**src/rtl/hex_cmd_sequencer_if.sv**
```systemverilog
// Handshake bundle between hex_cmd_sequencer, the UART rx/tx, the ascii_2_hex
// parser and the downstream value consumer.
interface hex_cmd_sequencer_if;
  logic        rx_tick;
  logic [7:0]  rx_byte;
  logic        a2h_drdy_tick;
  logic [63:0] a2h_ascii;
  logic        a2h_parsed_tick;
  logic [31:0] a2h_hex_result;
  logic [31:0] hex_value;
  logic        val_valid;
  logic        val_ready;
  logic        tx_start;
  logic [7:0]  tx_byte;
  logic        tx_busy;

  modport master (
    input  rx_tick, rx_byte, a2h_parsed_tick, a2h_hex_result, val_ready, tx_busy,
    output a2h_drdy_tick, a2h_ascii, hex_value, val_valid, tx_start, tx_byte
  );
  modport slave (
    output rx_tick, rx_byte, a2h_parsed_tick, a2h_hex_result, val_ready, tx_busy,
    input  a2h_drdy_tick, a2h_ascii, hex_value, val_valid, tx_start, tx_byte
  );
endinterface

```
**src/rtl/hex_cmd_sequencer.sv**
```systemverilog
// Collects hex digits from the UART into an 8-char buffer, hands it to ascii_2_hex,
// and presents the result on valid/ready. Optional echo: define HEXSEQ_ECHO_EN.
module hex_cmd_sequencer #(
  parameter int TIMEOUT_CYCLES = 64
) (
  input  logic                clk,
  input  logic                reset,
  hex_cmd_sequencer_if.master bus,
  output logic                busy,
  output logic [3:0]          digit_count,
  output logic                err_char,
  output logic                err_overrun,
  output logic                err_timeout
);

  localparam int          TW  = $clog2(TIMEOUT_CYCLES + 1);
  localparam logic [63:0] CLR = 64'h3030_3030_3030_3030;

  typedef enum logic [1:0] {COLLECT, DISPATCH, WAIT, HOLD} state_t;

  state_t          state, state_nxt;
  logic [7:0][7:0] buf_q, buf_nxt;
  logic [3:0]      cnt_q, cnt_nxt;
  logic [TW-1:0]   to_q, to_nxt;
  logic [31:0]     val_q, val_nxt;
  logic            e_char_nxt, e_ovr_nxt, e_to_nxt;
  logic            accept;
  logic            is_digit, is_term, is_esc;

  assign is_digit = bus.rx_byte inside {[8'h30:8'h39], [8'h41:8'h46], [8'h61:8'h66]};
  assign is_term  = (bus.rx_byte == 8'h0D) || (bus.rx_byte == 8'h0A);
  assign is_esc   = (bus.rx_byte == 8'h1B);

  always_ff @(posedge clk) begin
    if (!reset) state <= COLLECT;
    else        state <= state_nxt;
  end

  always_comb begin
    state_nxt  = state;
    buf_nxt    = buf_q;
    cnt_nxt    = cnt_q;
    to_nxt     = to_q;
    val_nxt    = val_q;
    e_char_nxt = 1'b0;
    e_ovr_nxt  = 1'b0;
    e_to_nxt   = 1'b0;
    accept     = 1'b0;
    case (state)
      COLLECT: if (bus.rx_tick) begin
        if (is_digit) begin
          accept  = 1'b1;
          buf_nxt = {buf_q[6:0], bus.rx_byte};
          cnt_nxt = cnt_q + 4'd1;
          if (cnt_q == 4'd7) state_nxt = DISPATCH;
        end else if (is_term) begin
          accept = 1'b1;
          if (cnt_q != 4'd0) state_nxt = DISPATCH;
        end else if (is_esc) begin
          accept  = 1'b1;
          buf_nxt = CLR;
          cnt_nxt = 4'd0;
        end else begin
          e_char_nxt = 1'b1;
        end
      end
      DISPATCH: begin
        state_nxt = WAIT;
        to_nxt    = TW'(TIMEOUT_CYCLES);
      end
      WAIT: begin
        // a result arriving in the last counted cycle still wins over the timeout
        if (bus.a2h_parsed_tick) begin
          val_nxt   = bus.a2h_hex_result;
          state_nxt = HOLD;
        end else if (to_q <= TW'(1)) begin
          e_to_nxt  = 1'b1;
          buf_nxt   = CLR;
          cnt_nxt   = 4'd0;
          state_nxt = COLLECT;
        end else begin
          to_nxt = to_q - TW'(1);
        end
      end
      HOLD: if (bus.val_ready) begin
        buf_nxt   = CLR;
        cnt_nxt   = 4'd0;
        state_nxt = COLLECT;
      end
      default: state_nxt = COLLECT;
    endcase
    if (bus.rx_tick && state != COLLECT) e_ovr_nxt = 1'b1;
  end

  always_ff @(posedge clk) begin
    if (!reset) begin
      buf_q       <= CLR;
      cnt_q       <= 4'd0;
      to_q        <= '0;
      val_q       <= 32'd0;
      err_char    <= 1'b0;
      err_overrun <= 1'b0;
      err_timeout <= 1'b0;
    end else begin
      buf_q       <= buf_nxt;
      cnt_q       <= cnt_nxt;
      to_q        <= to_nxt;
      val_q       <= val_nxt;
      err_char    <= e_char_nxt;
      err_overrun <= e_ovr_nxt;
      err_timeout <= e_to_nxt;
    end
  end

  assign bus.a2h_drdy_tick = (state == DISPATCH);
  assign bus.a2h_ascii     = buf_q;
  assign bus.hex_value     = val_q;
  assign bus.val_valid     = (state == HOLD);
  assign busy              = (state != COLLECT);
  assign digit_count       = cnt_q;

`ifdef HEXSEQ_ECHO_EN
  logic       tx_start_q;
  logic [7:0] tx_byte_q;

  // echo is best-effort: a busy transmitter simply loses the character
  always_ff @(posedge clk) begin
    if (!reset) begin
      tx_start_q <= 1'b0;
      tx_byte_q  <= 8'd0;
    end else begin
      tx_start_q <= accept & ~bus.tx_busy;
      if (accept && !bus.tx_busy) tx_byte_q <= bus.rx_byte;
    end
  end

  assign bus.tx_start = tx_start_q;
  assign bus.tx_byte  = tx_byte_q;
`else
  logic unused_echo;
  assign unused_echo  = accept ^ bus.tx_busy;
  assign bus.tx_start = 1'b0;
  assign bus.tx_byte  = 8'd0;
`endif

endmodule

```
**src/flat_wrapper.sv**
```systemverilog
// flat-port wrapper written by rule: the top's interface ports become plain ports
module hex_cmd_sequencer_flat 
#(
  parameter int TIMEOUT_CYCLES = 64
)
  (clk, reset, busy, digit_count, err_char, err_overrun, err_timeout, bus_rx_tick, bus_rx_byte, bus_a2h_parsed_tick, bus_a2h_hex_result, bus_val_ready, bus_tx_busy, bus_a2h_drdy_tick, bus_a2h_ascii, bus_hex_value, bus_val_valid, bus_tx_start, bus_tx_byte);
  hex_cmd_sequencer_if bus_i ();
  input  logic clk;
  input  logic reset;
  output logic busy;
  output logic [3:0] digit_count;
  output logic err_char;
  output logic err_overrun;
  output logic err_timeout;
  input wire logic [$bits(bus_i.rx_tick)-1:0] bus_rx_tick;
  input wire logic [$bits(bus_i.rx_byte)-1:0] bus_rx_byte;
  input wire logic [$bits(bus_i.a2h_parsed_tick)-1:0] bus_a2h_parsed_tick;
  input wire logic [$bits(bus_i.a2h_hex_result)-1:0] bus_a2h_hex_result;
  input wire logic [$bits(bus_i.val_ready)-1:0] bus_val_ready;
  input wire logic [$bits(bus_i.tx_busy)-1:0] bus_tx_busy;
  output wire logic [$bits(bus_i.a2h_drdy_tick)-1:0] bus_a2h_drdy_tick;
  output wire logic [$bits(bus_i.a2h_ascii)-1:0] bus_a2h_ascii;
  output wire logic [$bits(bus_i.hex_value)-1:0] bus_hex_value;
  output wire logic [$bits(bus_i.val_valid)-1:0] bus_val_valid;
  output wire logic [$bits(bus_i.tx_start)-1:0] bus_tx_start;
  output wire logic [$bits(bus_i.tx_byte)-1:0] bus_tx_byte;
  assign bus_i.rx_tick = bus_rx_tick;
  assign bus_i.rx_byte = bus_rx_byte;
  assign bus_i.a2h_parsed_tick = bus_a2h_parsed_tick;
  assign bus_i.a2h_hex_result = bus_a2h_hex_result;
  assign bus_i.val_ready = bus_val_ready;
  assign bus_i.tx_busy = bus_tx_busy;
  assign bus_a2h_drdy_tick = bus_i.a2h_drdy_tick;
  assign bus_a2h_ascii = bus_i.a2h_ascii;
  assign bus_hex_value = bus_i.hex_value;
  assign bus_val_valid = bus_i.val_valid;
  assign bus_tx_start = bus_i.tx_start;
  assign bus_tx_byte = bus_i.tx_byte;
  hex_cmd_sequencer #(.TIMEOUT_CYCLES(TIMEOUT_CYCLES)) u_core (.clk(clk), .reset(reset), .bus(bus_i), .busy(busy), .digit_count(digit_count), .err_char(err_char), .err_overrun(err_overrun), .err_timeout(err_timeout));
endmodule
```
**config.mk**
```make
export PLATFORM = sky130hd
export DESIGN_NAME = hex_cmd_sequencer_flat
export DESIGN_NICKNAME = d
export VERILOG_FILES = /design/src/rtl/hex_cmd_sequencer_if.sv /design/src/rtl/hex_cmd_sequencer.sv /design/src/flat_wrapper.sv
export SDC_FILE = /design/constraint.sdc
export NUM_CORES = 1
export LEC_CHECK = 0
export ABC_AREA = 1
export BUFFER_PORTS_ARGS = -buffer_cell sky130_fd_sc_hd__buf_2
export CAP_MARGIN = 20
export CORE_UTILIZATION = 45
export DETAILED_ROUTE_END_ITERATION = 10
export PLACE_DENSITY = 0.84
export SLEW_MARGIN = 40
export SYNTH_ARGS = -nofsm -noshare
export SYNTH_HDL_FRONTEND = slang
export SYNTH_SLANG_ARGS = --single-unit
```
**constraint.sdc**
```tcl
create_clock -name clk -period 1.66 [get_ports clk]
set_input_delay 0.166 -clock clk [delete_from_list [all_inputs] [get_ports clk]]
set_output_delay 0.166 -clock clk [all_outputs]
set_load 0.01 [all_outputs]
```
## After elaboration in Yosys (flattened, before gate mapping)

Index checks and enable logic that the tools add are counted.

- Memories kept: 0
- Word-level logic and storage cells: 94
- Latch bits: 0
- Register bits: 112
- Output and inout port bits: 115
- Bits in read-only memories: 0
- Memory bits (writable): 0
- Input port bits: 46

- Add/sub/neg operators: 2
- Reduce and logical (&&, ||, !) cells: 17
- Multipliers: 0
- Divide/modulo/power cells: 0
- Shift-type cells: 0
- Mux-type cells: 31
- Bitwise logic cells: 4
- $lt $le $gt $ge: 7
- Equality and inequality tests: 18

Operators with widths:

| cell | count |
|---|---|
| $mux W64 | 7 |
| $pmux W64 S3 | 1 |
| $mux W4 | 7 |
| $eq A8 B4 Y1 const B | 2 |
| $ge A8 B7 Y1 const B | 2 |
| $le A8 B7 Y1 const B | 2 |
| $mux W2 | 8 |
| $mux W7 | 2 |
| $pmux W7 S2 | 1 |
| $pmux W4 S3 | 1 |
| $ne A3 B1 Y1 const B | 3 |
| $eq A8 B5 Y1 const B | 1 |
| $ge A8 B6 Y1 const B | 1 |
| $le A8 B6 Y1 const B | 1 |
| $ne A2 B2 Y1 const B | 4 |
| $pmux W2 S4 | 1 |
| $le A7 B1 Y1 const B | 1 |
| $reduce_and A7 Y1 | 1 |
| $sub A7 B1 Y7 const B | 1 |
| $ne A3 B2 Y1 const B | 2 |
| $reduce_and A6 Y1 | 1 |
| $reduce_bool A3 Y1 | 2 |
| $reduce_or A5 Y1 | 1 |
| $add A4 B1 Y4 const B | 1 |
| 15 further kinds | 25 |

## Longest topological paths before layout

Gate-level depths: netlist of the first run.

- Depth after elaboration: 6
- Gate-level depth with buffers: 13
- Mapped depth without buffers: 11

## Worst setup path after synthesis of the first run

No wires, ideal clock.

- Path kind: register to register
- From: register u_core.state[0]
- To: register u_core.buf_q (netlist bit u_core.bus.a2h_ascii[32])
- Setup time: 128 ps
- Arrival: 1448 ps
- Data required time: 1532 ps
- Buffers on the path: 2
- Cell stages (with the launch flop): 13
- Path slack: 85 ps
- Period minus slack after synthesis: 1575 ps
- Path through: dfxtp_1 -> nor2_1 -> inv_2 -> o21ai_2 -> nor2_1 -> nand2_1 -> inv_2 -> nand2_4 -> buf_8 -> buf_6 -> nand2_1 -> o21ai_0 -> nor2_1

- Longest elaborated chain between the ends: 3
- Elaborated cells on any way between the ends: 12
- Those cells by class: eq/ne: 8; mux: 1; reduce/logical: 3

Ends and longest elaborated chain:

| item | line | source |
|---|---|---|
| start, declared | hex_cmd_sequencer.sv:21 | `state_t state, state_nxt;` |
| start signal, assigned | hex_cmd_sequencer.sv:36 | `else state <= state_nxt;` |
| $eq A2 B2 Y1 or $logic_not A2 Y1 (tied branches) | hex_cmd_sequencer.sv:49 | `case (state)` |
| $ne A2 B1 Y1 (no line), or another cell as far along | n/a |  |
| $reduce_and A7 Y1 (no line) | n/a |  |
| end signal, assigned | hex_cmd_sequencer.sv:105 | `buf_q <= buf_nxt;` |
| end, declared | hex_cmd_sequencer.sv:22 | `logic [7:0][7:0] buf_q, buf_nxt;` |

Parallel ways exist; a longest one is shown, timed or not.
A chain may end at the register's enable or synchronous reset.

## Worst setup path in the final report of the first run

- From: register u_core.state[1]
- To: register u_core.buf_q (netlist bit u_core.bus.a2h_ascii[24])

Same word-level chain as after synthesis.

==> results of run 1 <==
worst paths after layout:
| path | to | cells after the start |
|---|---|---|
| worst max-delay path | u_core.bus.a2h_ascii[24] | 11 |
| worst min-delay path | u_core.bus.hex_value[27] | 3 |
| worst max register to register | u_core.bus.a2h_ascii[24] | 11 |
| worst min register to register | u_core.bus.a2h_ascii[7] | 2 |
power breakdown:
part	internal (mW)	total, mW	switching (mW)	leakage, nW
sequential	2.74	2.78	0.0404	0.909
clock	0.613	1.58	0.968	0.0963
combinational	0.219	0.517	0.298	2.13
flip-flops by register name (all words and copies together) (netlist names):
signal and count:
u_core.state 2, u_core.to_q 7, u_core.err_overrun 1, u_core.bus.hex_value 32, u_core.err_char 1, u_core.bus.a2h_ascii 64
u_core.digit_count 4, u_core.err_timeout 1
kinds of logic (layout without fill, tap and decap cells):
logic type / Yosys count / after routing / share of synthesized area (%)
buf+inv: 116 / 279 / 11.8
fa+ha+maj: 4 / 4 / 1.08
simple gates: 285 / 288 / 26.3
compound gates: 104 / 104 / 11.6
xor+xnor: 4 / 4 / 0.756
flops: 112 / 112 / 48.4
other cells: 1 / 9 / 0.0809
final cells by class:
class | count | area (µm²)
flip-flops and latches | 112 | 2250
fillers | 845 | 3550
clock inverters | 6 | 52.6
well taps | 133 | 166
inverters | 71 | 282
repair buffers | 192 | 1330
clock buffers | 10 | 138
multi-input cells | 409 | 2090
per-stage QoR:
| stage | total power [mW] | TNS, ns | setup WS, ns |
|---|---|---|---|
| 2_1_floorplan | 3.10 | 0 | 0.0848 |
| 3_3_place_gp | 3.25 | 0 | 0.0266 |
| 3_5_place_dp | 3.25 | -0.0110 | -0.0110 |
| 4_1_cts | 4.83 | 0 | 0.00161 |
| 5_1_grt | 5.10 | -2.93 | -0.121 |
| 6_report | 4.87 | -0.0589 | -0.0324 |
repair_timing:
item / in CTS / in global routing
gates resized for setup: 4 / 99
pin swaps: 1 / 17
buffers inserted: 1 / 3
setup endpoints to repair: 6 / 74
gates cloned: 0 / 15
cell usage in the layout, fill, tap and decap left out, drive strengths merged, types with 2 or more instances in the layout:
master,instances
conb,9
clkinv,3
nor2,64
dfxtp,112
nor3,3
nand4,16
buf,182
inv,73
o21ai,55
or2,2
a21oi,44
nor4,2
xor2,2
clkbuf,20
xnor2,2
nand2,154
ha,4
nand3,46
a211oi,2
critical path: stages, from the launching register on:
cell	delay, ns
dfxtp_4	0.39
nand2_2	0.06
or2_4	0.27
o21ai_4	0.08
nor2_2	0.07
nand2_2	0.12
inv_8	0.08
nand2_8	0.13
clkbuf_16	0.18
nand2_2	0.05
o21ai_1	0.10
nor2_1	0.07
routing by layer:
layer  wire (µm)  vias up  GRT usage, %
met5           0        -             0
met4         208        0          6.93
met3         936       19          7.12
met2        6350      159          35.7
met1        5170     2081          24.1
li1            -     2309             -
==> impl_metrics.yaml, run 1 <==
min_path:
  min_from: "bus_a2h_hex_result[27]"
  hold_path.class: "in2reg"
clocking:
  clk_pin_slew_ns: 0.11
  root_buffer: "clkbuf_8"
  cts-hold-fix-buffers: 0
  worstSkewPairLatency_ns: 0.37
  cts_buffers: 9
  cts_tree: "done"
  clkSinkCount: 112
  clk_path_buf_depth: 2
  htree_levels: 3
floorplan:
  fp.dieH_um: 103
  std_cell_rows: 36
  num_io_pins: 161
  core_um2: 9860
  fp.dieArea_um2: 10700
  fp.dieW_um: 103
  start_util_pct: 47.0
layout:
  fin_util_pct: 64.0
  finalNonFillerCells: 933
  syn_to_final_growth_pct: 36.1
  num_antenna_cells: 0
  drive_above_1_share_pct: 33.6
  post-route-cell-area_um2: 6310
  fin_nets: 845
sta:
  clock_skew_ns: 0.0132
  slew_viol_final: 0
  hold_viol: 0
  finalSetupViolCount: 3
  fin_ws_ns: -0.0324
  max_freq_mhz: 591
  fin_worst_hold_slack_ns: 0.0514
  fin_crit_sh_pct: 102
  layout_min_cycle_time_ns: 1.69
worst_setup_path:
  endpoint_kind: "flip-flop"
  crit_arrival_ns: 1.96
  r2r_start: "u_core.state[1]"
  regToRegSetupSlack_ns: -0.03
  crit_required_ns: 1.93
  critPathLaunch: "u_core.state[1]"
  worstPathMaxFanout: 6
  crit_type: "reg2reg"
  start_kind: "flip-flop"
pwr:
  powerDensity_nw_per_um2: 772
  p_leak_nw: 3.14
  irDropWorstVdd_mv: 0.512
global_route:
  first_global_vias: 3922
  grt_start_max_net_pins: 47
  antenna_found_initial: 0
  grt.total_usage_pct: 20.8
  grt_overflow: 0
  grt_pass1_wl_mm: 17.5
route:
  drt_first_iter_violations: 159
  wl_per_cell_um: 13.6
  wl_mm: 12.7
  vias_per_cell: 4.90
  dr_total_vias: 4568
  drc: 0
  firstDrtPassIters: 4
  ant_nets: 0
synthesis:
  synth_flop_cell: "dfxtp_1"
  synth.avg_cell_area_um2: 7.41
  synth_commonest_cells: "nand2_1 (147), dfxtp_1 (112), inv_1 (68), nor2_1 (63), o21ai_0 (54)"
  synth_seq_area_share_pct: 48.4
  synth-edff-count: 0
  syn_area_um2: 4640
  async_reset_ff_share_pct: 0
  synth.distinct_cells: 34
  synthTopCellsByArea: "dfxtp_1 (48%), nand2_1 (12%), o21ai_0 (5.8%)"
  yosysWarnings: 0
  synth_top_cell_by_area: "dfxtp_1"
  synth_most_common_cell: "nand2_1"
  synth_top_area_share_pct: 48.4
  ys_ff_latch: 112
  postSynthCellCount: 626
place:
  dpl_cell_area_um2: 5550
  hpwl_mm: 7.83
  port_buffers: 150
  gp_congestion: 0.872
  dp_cells: 898
status:
  violations: "negative setup slack"
  status: "complete, but fails checks"
job:
  drv_cap: 0
Power figures use the tool's default switching activity.
==> run 2, diff against run 1 <==
--- a/config.mk
+++ b/config.mk
@@ -7,7 +7,6 @@
 export LEC_CHECK = 0
 export ABC_AREA = 1
 export BUFFER_PORTS_ARGS = -buffer_cell sky130_fd_sc_hd__buf_2
-export CAP_MARGIN = 20
 export CORE_UTILIZATION = 45
 export DETAILED_ROUTE_END_ITERATION = 10
 export PLACE_DENSITY = 0.84
==> constraint.sdc (replaced) <==
create_clock -name clk -period 1.66 [get_ports clk]
set_input_delay 0.166 -clock clk [delete_from_list [all_inputs] [get_ports clk]]
set_output_delay 0.166 -clock clk [all_outputs]
set_load 0.05 [all_outputs]
==> impl_metrics.yaml, run 2 (same netlist as run 1, synthesis figures left out) <==
route:
  ant_nets: 0
  wl_per_cell_um: 13.6
  firstDrtPassIters: 5
  drt_first_iter_violations: 209
  vias_per_cell: 4.95
  drc: 0
  wl_mm: 12.8
  dr_total_vias: 4664
layout:
  finalNonFillerCells: 943
  mostFrequentLayoutCell: "buf_2"
  fin_nets: 855
  drive_above_1_share_pct: 34.6
  num_antenna_cells: 0
  syn_to_final_growth_pct: 36.7
  layout_common_cells: "buf_2 (151), nand2_1 (127), dfxtp_1 (108)"
  largest_reg_flops: 64
floorplan:
  std_cell_rows: 36
  fp.dieArea_um2: 10700
  core_um2: 9860
  start_util_pct: 47.0
  num_io_pins: 161
  fp.dieH_um: 103
  fp.dieW_um: 103
global_route:
  grt_start_max_net_pins: 63
  first_global_vias: 4095
  grt_pass1_wl_mm: 18.1
  antenna_found_initial: 0
  grt.total_usage_pct: 21.6
  grt_overflow: 0
worst_setup_path:
  crit_arrival_ns: 2.06
  regToRegSetupSlack_ns: -0.14
  critPathTopFamily: "buffers and inverters"
  cp_num_buf_inv: 4
  crit_required_ns: 1.92
  r2r_start: "u_core.to_q[1]"
  worst_r2r_endpoint: "u_core.bus.a2h_ascii[50]"
  crit_path_frequent_cell: "nand2_1"
  start_kind: "flip-flop"
  max_stage_delay_ns: 0.34
  rr_worst_depth: 13
  worstPathMaxFanout: 16
  path_cells: "inv_2 -> ha_4 -> o21bai_4 -> nand3_2 -> nand2_1 -> nand2_1 -> inv_2 -> nand2_8 -> buf_4 -> buf_16 -> nand2_1 -> o21ai_1 -> nor2_1"
  endpoint_kind: "flip-flop"
  slowest_stage: "dfxtp_2"
  crit_type: "reg2reg"
place:
  port_buffers: 150
  gp_congestion: 0.871
  dp_cells: 901
  post-place-ws_ns: -0.0749
  hpwl_mm: 8.00
job:
  drv_cap: 0
sta:
  fin_ws_ns: -0.142
  max_freq_mhz: 555
  clock_skew_ns: 0.0155
  hold_viol: 0
  layout_min_cycle_time_ns: 1.80
  slew_viol_final: 0
  rsz0062_at_grt: "true"
  finalSetupViolCount: 44
  fin_crit_sh_pct: 109
pwr:
  irDropWorstVdd_mv: 0.586
  p_leak_nw: 3.17
  powerDensity_nw_per_um2: 817
min_path:
  hold_path.class: "in2reg"
  hold_depth: 3
  min_from: "bus_a2h_hex_result[25]"
  min_to: "u_core.bus.hex_value[25]"
clocking:
  cts-hold-fix-buffers: 0
  worstSkewPairLatency_ns: 0.37
  root_buffer: "clkbuf_8"
  cts_tree: "done"
  htree_levels: 3
  clk_pin_slew_ns: 0.11
  clkSinkCount: 112
  clk_path_buf_depth: 2
  cts_buffers: 9
status:
  violations: "negative setup slack"
  status: "complete, but fails checks"
[run 2: through the flow]
step	hold slack [ns]	setup TNS (ns)	cell area, µm²	total power, mW	util (%)
floorplan	0.285	0	4670	3.30	-
global placement	0.441	-0.00187	5560	3.44	56.4
detailed placement	0.447	-1.53	5560	3.45	56.4
CTS	0.0321	-0.833	5990	5.14	60.7
global route	0.0377	-7.30	6340	5.38	64.3
finish	0.0477	-1.57	6340	5.18	64.3
[run 2: layout make-up]
type,instances,area [µm²]
flip-flops and latches,112,2250
clock inverters,6,73.8
multi-input cells,406,2080
well taps,133,166
clock buffers,10,128
fillers,843,3530
repair buffers,205,1370
inverters,71,270
[run 2: what timing repair did]
item,CTS,global route
gates cloned,2,7
hold endpoints to repair,0,0
pin swaps,4,12
buffers inserted,14,5
resized for setup,30,91
endpoints found under the setup margin,62,76
[run 2: worst reg2reg max path, stage by stage, from the launching register on]
cell and delay, ns:
dfxtp_2 0.34, inv_2 0.05, ha_4 0.14, o21bai_4 0.16, nand3_2 0.08, nand2_1 0.05, nand2_1 0.07, inv_2 0.07
nand2_8 0.09, buf_4 0.19, buf_16 0.16, nand2_1 0.09, o21ai_1 0.12, nor2_1 0.08
[run 2: how the worst max path moves through the flow]
stage,from,end,depth (start not counted)
floorplan,u_core.state[0],u_core.bus.a2h_ascii[18],10
global placement,u_core.state[1],u_core.bus.a2h_ascii[28],11
detailed placement,u_core.to_q[1],u_core.bus.a2h_ascii[37],12
CTS,u_core.state[1],u_core.bus.a2h_ascii[37],11
global route,u_core.to_q[1],u_core.bus.a2h_ascii[50],13
finish,u_core.to_q[1],u_core.bus.a2h_ascii[50],13
[run 2: power by group]
| group | internal (mW) | switching (mW) | leakage [nW] |
|---|---|---|---|
| Clock | 0.724 | 0.947 | 0.101 |
| Combinational | 0.230 | 0.496 | 2.16 |
| Sequential | 2.74 | 0.0452 | 0.909 |
| Total | 3.69 | 1.49 | 3.17 |
[run 2: per-layer routing]
| metal | part of all wire, % | GRT usage (%) | up-vias |
|---|---|---|---|
| met5 | 0 | 0 | - |
| met4 | 1.7 | 7.48 | 0 |
| met3 | 7.9 | 6.59 | 20 |
| met2 | 51 | 38.8 | 177 |
| met1 | 40 | 24.3 | 2133 |
| li1 | - | - | 2334 |
==> run 3, diff against run 2 <==
--- a/config.mk
+++ b/config.mk
@@ -7,6 +7,7 @@
 export LEC_CHECK = 0
 export ABC_AREA = 1
 export BUFFER_PORTS_ARGS = -buffer_cell sky130_fd_sc_hd__buf_2
+export CORE_ASPECT_RATIO = 2
 export CORE_UTILIZATION = 45
 export DETAILED_ROUTE_END_ITERATION = 10
 export PLACE_DENSITY = 0.84
==> impl_metrics.yaml, run 3 (same netlist as run 1, synthesis figures left out) <==
worst_setup_path:
  endpoint_kind: "flip-flop"
  start_kind: "flip-flop"
  crit_arrival_ns: 1.94
  worstPathMaxFanout: 14
  crit_required_ns: 1.88
  crit_type: "reg2reg"
floorplan:
  num_io_pins: 161
  std_cell_rows: 52
  start_util_pct: 46.0
  fp.dieW_um: 73.8
  core_um2: 10100
  fp.dieH_um: 146
  fp.dieArea_um2: 10700
sta:
  slew_viol_final: 0
  clock_skew_ns: 0.00666
  fin_worst_hold_slack_ns: 0.0790
  layout_min_cycle_time_ns: 1.71
  fin_crit_sh_pct: 103
  rsz0062_at_grt: "true"
  timing.setup.tns_ns: -0.859
  finalSetupViolCount: 37
  hold_viol: 0
  max_freq_mhz: 583
  fin_ws_ns: -0.0548
place:
  port_buffers: 150
  hpwl_mm: 8.20
  gp_congestion: 0.861
pwr:
  pwr-share-seq_pct: 50.3
  power.switching_mw: 1.54
  powerDensity_nw_per_um2: 914
  irDropWorstVdd_mv: 0.573
  p_leak_nw: 3.06
  swShare_pct: 27.9
  power_frac_clock_pct: 38.1
  comb_power_share_pct: 11.6
  finalPower_mw: 5.52
  p_int_mw: 3.98
clocking:
  clkSinkCount: 112
  worstSkewPairLatency_ns: 0.35
  cts_tree: "done"
  cts-hold-fix-buffers: 0
  clk_path_buf_depth: 2
  htree_levels: 3
  clk_pin_slew_ns: 0.08
  cts_buffers: 9
  root_buffer: "clkbuf_16"
layout:
  layout_common_cells: "buf_2 (150), nand2_1 (141), dfxtp_1 (108)"
  largest_reg_flops: 64
  drive_above_1_share_pct: 29.1
  syn_to_final_growth_pct: 30.3
  mostFrequentLayoutCell: "buf_2"
  num_antenna_cells: 0
  fin_nets: 833
global_route:
  grt_pass1_wl_mm: 18.0
  antenna_found_initial: 0
  first_global_vias: 4066
  grt.total_usage_pct: 21.1
  grt_overflow: 0
  grt_start_max_net_pins: 49
route:
  dr_total_vias: 4464
  firstDrtPassIters: 4
  wl_per_cell_um: 12.4
  wl_mm: 11.5
  drt_first_iter_violations: 117
  drc: 0
  vias_per_cell: 4.84
  ant_nets: 0
min_path:
  hold_path.class: "in2reg"
job:
  drv_cap: 0
status:
  violations: "negative setup slack"
  status: "complete, but fails checks"
run 3: worst max-delay path: stages (launching register included):
cell	delay (ns)
dfxtp_2	0.34
inv_2	0.05
ha_4	0.14
o21bai_1	0.15
nand3_1	0.13
nand2_1	0.07
nand2_1	0.08
inv_2	0.08
nand2_8	0.10
clkinvlp_4	0.15
buf_12	0.18
nand2_1	0.06
nand4_1	0.07
run 3: area by class of cell:
cell class                 instances  area, µm²
clock inverter                     7       63.8
tap                              135        169
fill                             912       4040
inverter                          71        270
sequential                       112       2250
multi-input combinational        406       1940
clock buffer                       9        225
timing repair buffer             183       1120
run 3: per-layer routing:
metal | vias up | routed length [µm] | global-route usage (%)
li1 | 2285 | - | -
met1 | 2019 | 4380 | 21.3
met2 | 139 | 6150 | 39.5
met3 | 21 | 649 | 4.64
met4 | 0 | 305 | 8.94
met5 | - | 0 | 0
run 3: repair_timing:
| action | CTS | global route |
|---|---|---|
| setup buffers | 0 | 5 |
| gates resized for setup | 3 | 35 |
| pin swaps | 0 | 7 |
| hold endpoints to repair | 0 | 0 |
| cloned | 0 | 3 |
| setup endpoints to repair | 20 | 69 |
run 3: final timing paths:
| check | endpoint | slack [ns] | cells past startpoint | startpoint |
|---|---|---|---|---|
| max reg2reg | u_core.bus.a2h_ascii[37] | -0.05 | 12 | u_core.to_q[1] |
| min reg2reg | u_core.bus.hex_value[5] | 0.46 | 2 | u_core.bus.hex_value[5] |
| max | u_core.bus.a2h_ascii[37] | -0.05 | 12 | u_core.to_q[1] |
| min | u_core.bus.hex_value[29] | 0.08 | 3 | bus_a2h_hex_result[29] |
run 3: power groups by stage:
stage	Combinational, mW	Clock, mW	Sequential, mW
finish	0.640	2.11	2.78
global placement	0.609	0	2.84
CTS	0.619	2.17	2.78
detailed placement	0.617	0	2.84
global route	0.698	2.28	2.78
floorplan	0.274	0	3.02
run 3: metrics by stage:
stage	setup WS, ns	cell area (µm²)	std cells	utilization (%)
after floorplan	0.00456	4670	634	-
after global placement	0.0331	5570	899	55.2
after detailed placement	-0.00822	5570	899	55.2
after CTS	-0.0238	5860	915	58.2
after global routing	-0.169	6040	923	59.9
final	-0.0548	6040	923	59.9
